[src/rtl/div_ctrl_pkg.sv]
// div_ctrl_pkg: shared definitions for the divider-sharing controller.
//   state_t : controller FSM state (IDLE / BUSY / DONE)
//   clog2   : ceiling log2, used for requester-index and counter widths
package div_ctrl_pkg;

    typedef enum logic [1:0] {
        IDLE = 2'd0,
        BUSY = 2'd1,
        DONE = 2'd2
    } state_t;

    function automatic int clog2(input int value);
        int r;
        int v;
        r = 0;
        v = value - 1;
        while (v > 0) begin
            r = r + 1;
            v = v >> 1;
        end
        return r;
    endfunction

endpackage

[src/rtl/division.sv]
// division: purely combinational unsigned divider.
//   a   : dividend
//   b   : divisor
//   Res : quotient  (all ones when b == 0)
//   rem : remainder (equals a when b == 0)
// The divide-by-zero result mirrors what a restoring divider array produces,
// so the value is defined rather than left to the synthesis tool.
module division #(
    parameter int WIDTH = 8
) (
    input  logic [WIDTH-1:0] a,
    input  logic [WIDTH-1:0] b,
    output logic [WIDTH-1:0] Res,
    output logic [WIDTH-1:0] rem
);

    always_comb begin
        Res = '1;
        rem = a;
        if (b != '0) begin
            Res = a / b;
            rem = a % b;
        end
    end

endmodule

[src/rtl/rr_arbiter.sv]
// rr_arbiter: combinational round-robin grant.
//   req   : request vector, one bit per requester
//   ptr   : highest-priority requester index this round
//   grant : one-hot grant (zero when no request)
// The search starts at ptr and wraps, so the first active requester at or
// after ptr wins.
module rr_arbiter
    import div_ctrl_pkg::*;
#(
    parameter  int NREQ = 4,
    localparam int IDW  = (clog2(NREQ) < 1) ? 1 : clog2(NREQ)
) (
    input  logic [NREQ-1:0] req,
    input  logic [IDW-1:0]  ptr,
    output logic [NREQ-1:0] grant
);

    logic           found;
    logic [IDW-1:0] idx;

    always_comb begin
        grant = '0;
        found = 1'b0;
        idx   = '0;
        for (int k = 0; k < NREQ; k++) begin
            idx = IDW'((int'(ptr) + k) % NREQ);
            if (!found && req[idx]) begin
                grant[idx] = 1'b1;
                found      = 1'b1;
            end
        end
    end

endmodule

[src/rtl/div_share_ctrl.sv]
// div_share_ctrl: shares one combinational divider between NREQ requesters.
//
// Ports
//   clk, rst          : clock, synchronous active-high reset
//   req_valid/ready   : per-requester handshake (ready is one-hot or zero)
//   req_a, req_b      : packed operands, requester i at [i*WIDTH +: WIDTH]
//   rsp_valid/ready   : shared response handshake
//   rsp_id            : requester index of the response
//   rsp_q, rsp_r      : quotient / remainder
//   rsp_dz            : divide-by-zero flag (0 unless bypass is compiled in)
//   dbg_state         : current FSM state
//   dbg_rr_ptr        : current round-robin pointer
//
// Handshake rule: a transfer happens on a rising clk edge where valid and
// ready are both high; valid, once raised, holds with its payload stable
// until that transfer.
//
// Build option: DIVCTL_ZERO_BYPASS_EN -- a zero divisor skips the divider and
// answers in one cycle with q=all ones, r=a, rsp_dz=1.
module div_share_ctrl
    import div_ctrl_pkg::*;
#(
    parameter  int WIDTH      = 8,
    parameter  int NREQ       = 4,
    parameter  int DIV_CYCLES = 2,
    localparam int IDW        = (clog2(NREQ) < 1) ? 1 : clog2(NREQ)
) (
    input  logic                  clk,
    input  logic                  rst,
    input  logic [NREQ-1:0]       req_valid,
    output logic [NREQ-1:0]       req_ready,
    input  logic [NREQ*WIDTH-1:0] req_a,
    input  logic [NREQ*WIDTH-1:0] req_b,
    output logic                  rsp_valid,
    input  logic                  rsp_ready,
    output logic [IDW-1:0]        rsp_id,
    output logic [WIDTH-1:0]      rsp_q,
    output logic [WIDTH-1:0]      rsp_r,
    output logic                  rsp_dz,
    output state_t                dbg_state,
    output logic [IDW-1:0]        dbg_rr_ptr
);

    localparam int CNTW = (DIV_CYCLES > 1) ? clog2(DIV_CYCLES) : 1;
    localparam logic [CNTW-1:0] CNT_INIT = CNTW'(DIV_CYCLES - 1);

    state_t           state_q;
    state_t           state_d;
    logic [IDW-1:0]   rr_ptr;
    logic [WIDTH-1:0] a_reg;
    logic [WIDTH-1:0] b_reg;
    logic [IDW-1:0]   id_reg;
    logic [CNTW-1:0]  cnt;

    logic [NREQ-1:0]  grant;
    logic [IDW-1:0]   grant_idx;
    logic [WIDTH-1:0] grant_a;
    logic [WIDTH-1:0] grant_b;
    logic             accept;
    logic [WIDTH-1:0] div_q;
    logic [WIDTH-1:0] div_r;

    logic [WIDTH-1:0] a_arr [NREQ];
    logic [WIDTH-1:0] b_arr [NREQ];

    for (genvar i = 0; i < NREQ; i++) begin : g_unpack
        assign a_arr[i] = req_a[i*WIDTH +: WIDTH];
        assign b_arr[i] = req_b[i*WIDTH +: WIDTH];
    end

    rr_arbiter #(.NREQ(NREQ)) u_arb (
        .req   (req_valid),
        .ptr   (rr_ptr),
        .grant (grant)
    );

    always_comb begin
        grant_idx = '0;
        for (int i = 0; i < NREQ; i++) begin
            if (grant[i]) grant_idx = IDW'(i);
        end
    end

    assign grant_a = a_arr[grant_idx];
    assign grant_b = b_arr[grant_idx];

    // The divider only ever sees the registered operands, so its output
    // settles during BUSY regardless of what the requesters do meanwhile.
    division #(.WIDTH(WIDTH)) u_div (
        .a   (a_reg),
        .b   (b_reg),
        .Res (div_q),
        .rem (div_r)
    );

`ifdef DIVCTL_ZERO_BYPASS_EN
    logic bypass;
    assign bypass = (grant_b == '0);
`else
    assign rsp_dz = 1'b0;
`endif

    // Next state and request-side ready.
    always_comb begin
        state_d   = state_q;
        req_ready = '0;
        accept    = 1'b0;
        case (state_q)
            IDLE: begin
                req_ready = grant;
                if (|grant) begin
                    accept  = 1'b1;
                    state_d = BUSY;
`ifdef DIVCTL_ZERO_BYPASS_EN
                    if (bypass) state_d = DONE;
`endif
                end
            end
            BUSY: begin
                if (cnt == '0) state_d = DONE;
            end
            DONE: begin
                if (rsp_ready) state_d = IDLE;
            end
            default: state_d = IDLE;
        endcase
    end

    always_ff @(posedge clk) begin
        if (rst) begin
            state_q   <= IDLE;
            rr_ptr    <= '0;
            a_reg     <= '0;
            b_reg     <= '0;
            id_reg    <= '0;
            cnt       <= '0;
            rsp_valid <= 1'b0;
            rsp_id    <= '0;
            rsp_q     <= '0;
            rsp_r     <= '0;
`ifdef DIVCTL_ZERO_BYPASS_EN
            rsp_dz    <= 1'b0;
`endif
        end else begin
            state_q <= state_d;
            case (state_q)
                IDLE: begin
                    if (accept) begin
                        a_reg  <= grant_a;
                        b_reg  <= grant_b;
                        id_reg <= grant_idx;
                        cnt    <= CNT_INIT;
                        rr_ptr <= (grant_idx == IDW'(NREQ - 1)) ? '0 : grant_idx + 1'b1;
`ifdef DIVCTL_ZERO_BYPASS_EN
                        if (bypass) begin
                            rsp_valid <= 1'b1;
                            rsp_id    <= grant_idx;
                            rsp_q     <= '1;
                            rsp_r     <= grant_a;
                            rsp_dz    <= 1'b1;
                        end
`endif
                    end
                end
                BUSY: begin
                    if (cnt != '0) begin
                        cnt <= cnt - 1'b1;
                    end else begin
                        rsp_valid <= 1'b1;
                        rsp_id    <= id_reg;
                        rsp_q     <= div_q;
                        rsp_r     <= div_r;
`ifdef DIVCTL_ZERO_BYPASS_EN
                        rsp_dz    <= 1'b0;
`endif
                    end
                end
                DONE: begin
                    // Response fields keep their last value after the handshake.
                    if (rsp_ready) rsp_valid <= 1'b0;
                end
                default: ;
            endcase
        end
    end

    assign dbg_state  = state_q;
    assign dbg_rr_ptr = rr_ptr;

endmodule

[config.mk]
export PLATFORM = sky130hd
export DESIGN_NAME = div_share_ctrl
export DESIGN_NICKNAME = d
export VERILOG_FILES = /design/src/rtl/div_ctrl_pkg.sv /design/src/rtl/division.sv /design/src/rtl/rr_arbiter.sv /design/src/rtl/div_share_ctrl.sv
export SDC_FILE = /design/constraint.sdc
export NUM_CORES = 1
export LEC_CHECK = 0
export BUFFER_PORTS_ARGS = -buffer_cell sky130_fd_sc_hd__buf_2
export CAP_MARGIN = 10
export CELL_PAD_IN_SITES_DETAIL_PLACEMENT = 1
export CELL_PAD_IN_SITES_GLOBAL_PLACEMENT = 1
export CORE_MARGIN = 1.5
export CORE_UTILIZATION = 30
export CTS_CLUSTER_DIAMETER = 120
export DETAILED_ROUTE_END_ITERATION = 12
export PLACE_DENSITY_LB_ADDON = 0.1
export SLEW_MARGIN = 10
export SYNTH_ARGS = -nofsm -noshare
export SYNTH_HDL_FRONTEND = slang
export SYNTH_SLANG_ARGS = --single-unit
[constraint.sdc]
create_clock -name clk -period 16.2 [get_ports clk]
set_input_delay 2.43 -clock clk [delete_from_list [all_inputs] [get_ports clk]]
set_output_delay 2.43 -clock clk [all_outputs]
set_load 0.03 [all_outputs]
==> flow_metrics.env <==
export IMPL_syn_area_per_cell_um2=7.60
export IMPL_vias=4834
export IMPL_clk_root_buffer_cell="sky130_fd_sc_hd__clkbuf_16"
export IMPL_layout_drive_gt1_share_pct=21.6
export IMPL_critical_path_endpoint="rsp_r[4]"
export IMPL_hold_path_startpoint="rsp_id[1]"
export IMPL_initial_utilization_pct=30.7
export IMPL_clock_insertion_delay_at_the_later_pin_of_the_skew_report_ns=0.29
export IMPL_layout_min_cycle_time_ns=14.24
export IMPL_cts_repair_timing_setup_buffer_count=0
export IMPL_max_freq_mhz=70.2
export IMPL_clock_sinks=42
export IMPL_synthDominantCellAreaShare_pct=18.0
export IMPL_worst_path_largest_cell_delay_ns=0.71
export IMPL_classification_of_the_worst_slack_hold_path="reg -> reg"
export IMPL_dieArea_um2=16300
export IMPL_final_hold_violation_count=0
export IMPL_drc_violations=0
export IMPL_post_synth_inst_count=615
export IMPL_die_x_um=128
export IMPL_ys_async_rst_share_pct=0
export IMPL_syn_to_final_growth_pct=15.5
export IMPL_maxCapViolations=0
export IMPL_number_of_cts_inserted_buffers=5
export IMPL_proportion_of_synthesized_chip_area_in_sequential_cells_pct=18.0
export IMPL_crit_path_top_delay_cell="sky130_fd_sc_hd__o221ai_1"
export IMPL_ant_nets=0
export IMPL_cts_tree="done"
export IMPL_kind_of_critical_path="reg -> reg"
export IMPL_syn_cell_area_um2=4670
export IMPL_ys_warn_count=0
export IMPL_fin_tns_setup_ns=0
export IMPL_floorplan_die_height_um=128
export IMPL_grt_pass1_wl_um=26000
export IMPL_unrepaired_setup_endpoints_after_global_routing="no"
export IMPL_fp_row_count=45
export IMPL_hold_buffers=0
export IMPL_critical_path_startpoint_type="flop"
export IMPL_drtPass1Iterations=4
export IMPL_post_drt_wl_per_cell_um=18.0
export IMPL_synth_seq_cells=42
export IMPL_synth_area_leaders="sky130_fd_sc_hd__dfxtp_1 18%, sky130_fd_sc_hd__ha_1 11%, sky130_fd_sc_hd__a21oi_1 5.0%"
export IMPL_placeableCoreArea_um2=15200
export IMPL_cts_clk_slew_worst_paths_ns=0.06
export IMPL_crit_top_cell="sky130_fd_sc_hd__ha_1"
export IMPL_finish_net_count=803
export IMPL_reg2reg_from="b_reg[7]"
export IMPL_clock_tree_htree_level_count=2
export IMPL_synthDistinctLibCells=76
export IMPL_setup_viol_count_final=0
export IMPL_grt_start_max_net_pins=38
export IMPL_rrSetupSlack_ns=1.96
export IMPL_postCtsResizedCells=0
export IMPL_grt_overflow_total=0
export IMPL_edff_count_synth=0
export IMPL_first_iter_violations=206
export IMPL_routability_cong=0.875
export IMPL_ff2ff_path_depth=46
export IMPL_worstPathRequired_ns=16.39
export IMPL_min_period_over_period_pct=87.9
export IMPL_num_antenna_cells=0
export IMPL_cp_startpoint="b_reg[7]"
export IMPL_post_synth_top_area_cell="sky130_fd_sc_hd__dfxtp_1"
export IMPL_detail_route_wirelength_um=15800
export IMPL_dominantRegCellSynth="sky130_fd_sc_hd__dfxtp_1"
export IMPL_io_buffer_count=97
export IMPL_dpl_hpwl_um=12600
export IMPL_outcome="finished, final reports clean"
export IMPL_synth_nets=729
export IMPL_grtUsageTotal_pct=19.8
export IMPL_vias_per_cell=5.51
export IMPL_clock_skew_final_ns=0.00745
export IMPL_first_global_vias=4971
export IMPL_cts_root_to_sink_buffers=2
export IMPL_critPathCaptureType="flop"
export IMPL_crit_fanout=11
export IMPL_cp_data_arrival_time_ns=14.43
export IMPL_final_max_slew_violation_count=0
export IMPL_ioPinCount=99
export IMPL_timing_worst_slew_pin_value_ns=1.13
export IMPL_worstReg2RegEnd="rsp_r[4]"
export IMPL_grt_antenna_before_repair=0
export IMPL_slew_headroom_pct=24.4
## cell families after synthesis
logic type                 Yosys count  share of synthesized area (%)
adders and majority gates           43                           11.7
AOI/OAI and AO/OA                  220                           34.5
xor gates and xnor gates            11                           2.06
muxes                               11                           3.24
other                                1                         0.0802
and+or+nand+nor                    202                           22.7
buffers and inverters               85                           7.79
DFF                                 42                           18.0
## metal layers
layer / part of all wire (%) / global-route usage [%] / up-vias
li1: - / - / 2425
met3: 3.5 / 2.63 / 11
met5: 0 / 0 / -
met4: 0.83 / 3.24 / 0
met1: 47 / 26.1 / 2317
met2: 48 / 35.0 / 81
## worst min path at each step
stage                      to  slack (ns)  cells after the start
floorplan           rsp_id[1]        0.43                      2
global placement    rsp_id[1]        0.44                      2
detailed placement  rsp_id[1]        0.45                      2
CTS                 rsp_id[1]        0.46                      2
global route         rsp_r[0]        0.48                      2
finish              rsp_id[1]        0.45                      2
## synthesized netlist by cell type (all sizes together), types with 4 or more instances
| cell | instances |
|---|---|
| nor3 | 17 |
| nand3 | 7 |
| nor2b | 21 |
| mux2i | 5 |
| o21a | 29 |
| a21oi | 48 |
| nand2 | 39 |
| nand4 | 21 |
| nor4 | 4 |
| and2 | 4 |
| o311ai | 4 |
| o211ai | 21 |
| a31oi | 13 |
| a211oi | 26 |
| a21o | 6 |
| inv | 50 |
| nor3b | 5 |
| o21ai | 37 |
| o31ai | 5 |
| xnor2 | 8 |
| clkbuf | 20 |
| ha | 42 |
| buf | 15 |
| nor2 | 51 |
| dfxtp | 42 |
| or3 | 9 |
| nand2b | 4 |
| or3b | 4 |
## final cells by class
type,instances,area [um^2]
fillers,1916,9800
multi-input cells,488,3470
flip-flops and latches,42,841
repair buffers,102,523
well taps,188,235
inverters,50,188
clock buffers,6,129
clock inverters,2,13.8
## through the flow
step           area, um^2  std cells  setup WS, ns  hold slack [ns]  util [%]
2_1_floorplan        4670        615          4.46            0.427         -
3_3_place_gp         5260        870          2.59            0.439      34.6
3_5_place_dp         5260        870          2.13            0.447      34.6
4_1_cts              5400        878          2.09            0.457      35.5
5_1_grt              5400        878         0.770            0.479      35.5
6_report             5400        878          1.96            0.455      35.5
## worst max-delay path, delay by kind of cell (launching register included)
kind	cells	cell delay, ns
flops	1	0.42
mux	2	0.64
simple gates	16	4.52
compound gates	21	6.22
fa+ha+maj	7	2.34
## placed cells by master (no fill, tap or decap), drive strengths merged, types with 4 or more instances in the layout
master	Yosys	final
o311ai	4	4
or3b	4	4
nor2	51	51
xnor2	8	8
a21o	6	6
nor3b	5	5
nand2	39	39
nor2b	21	21
inv	50	50
nor3	17	17
o21a	29	29
buf	15	102
dfxtp	42	42
nand4	21	21
mux2i	5	5
o21ai	37	37
and2	4	4
or3	9	9
nor4	4	4
ha	42	42
a31oi	13	13
o211ai	21	21
a21oi	48	48
clkbuf	20	6
a211oi	26	26
nand2b	4	4
o31ai	5	5
nand3	7	7
Power is not shown: default switching activity piles up to over one toggle a cycle in this logic, so the estimate is an artifact.
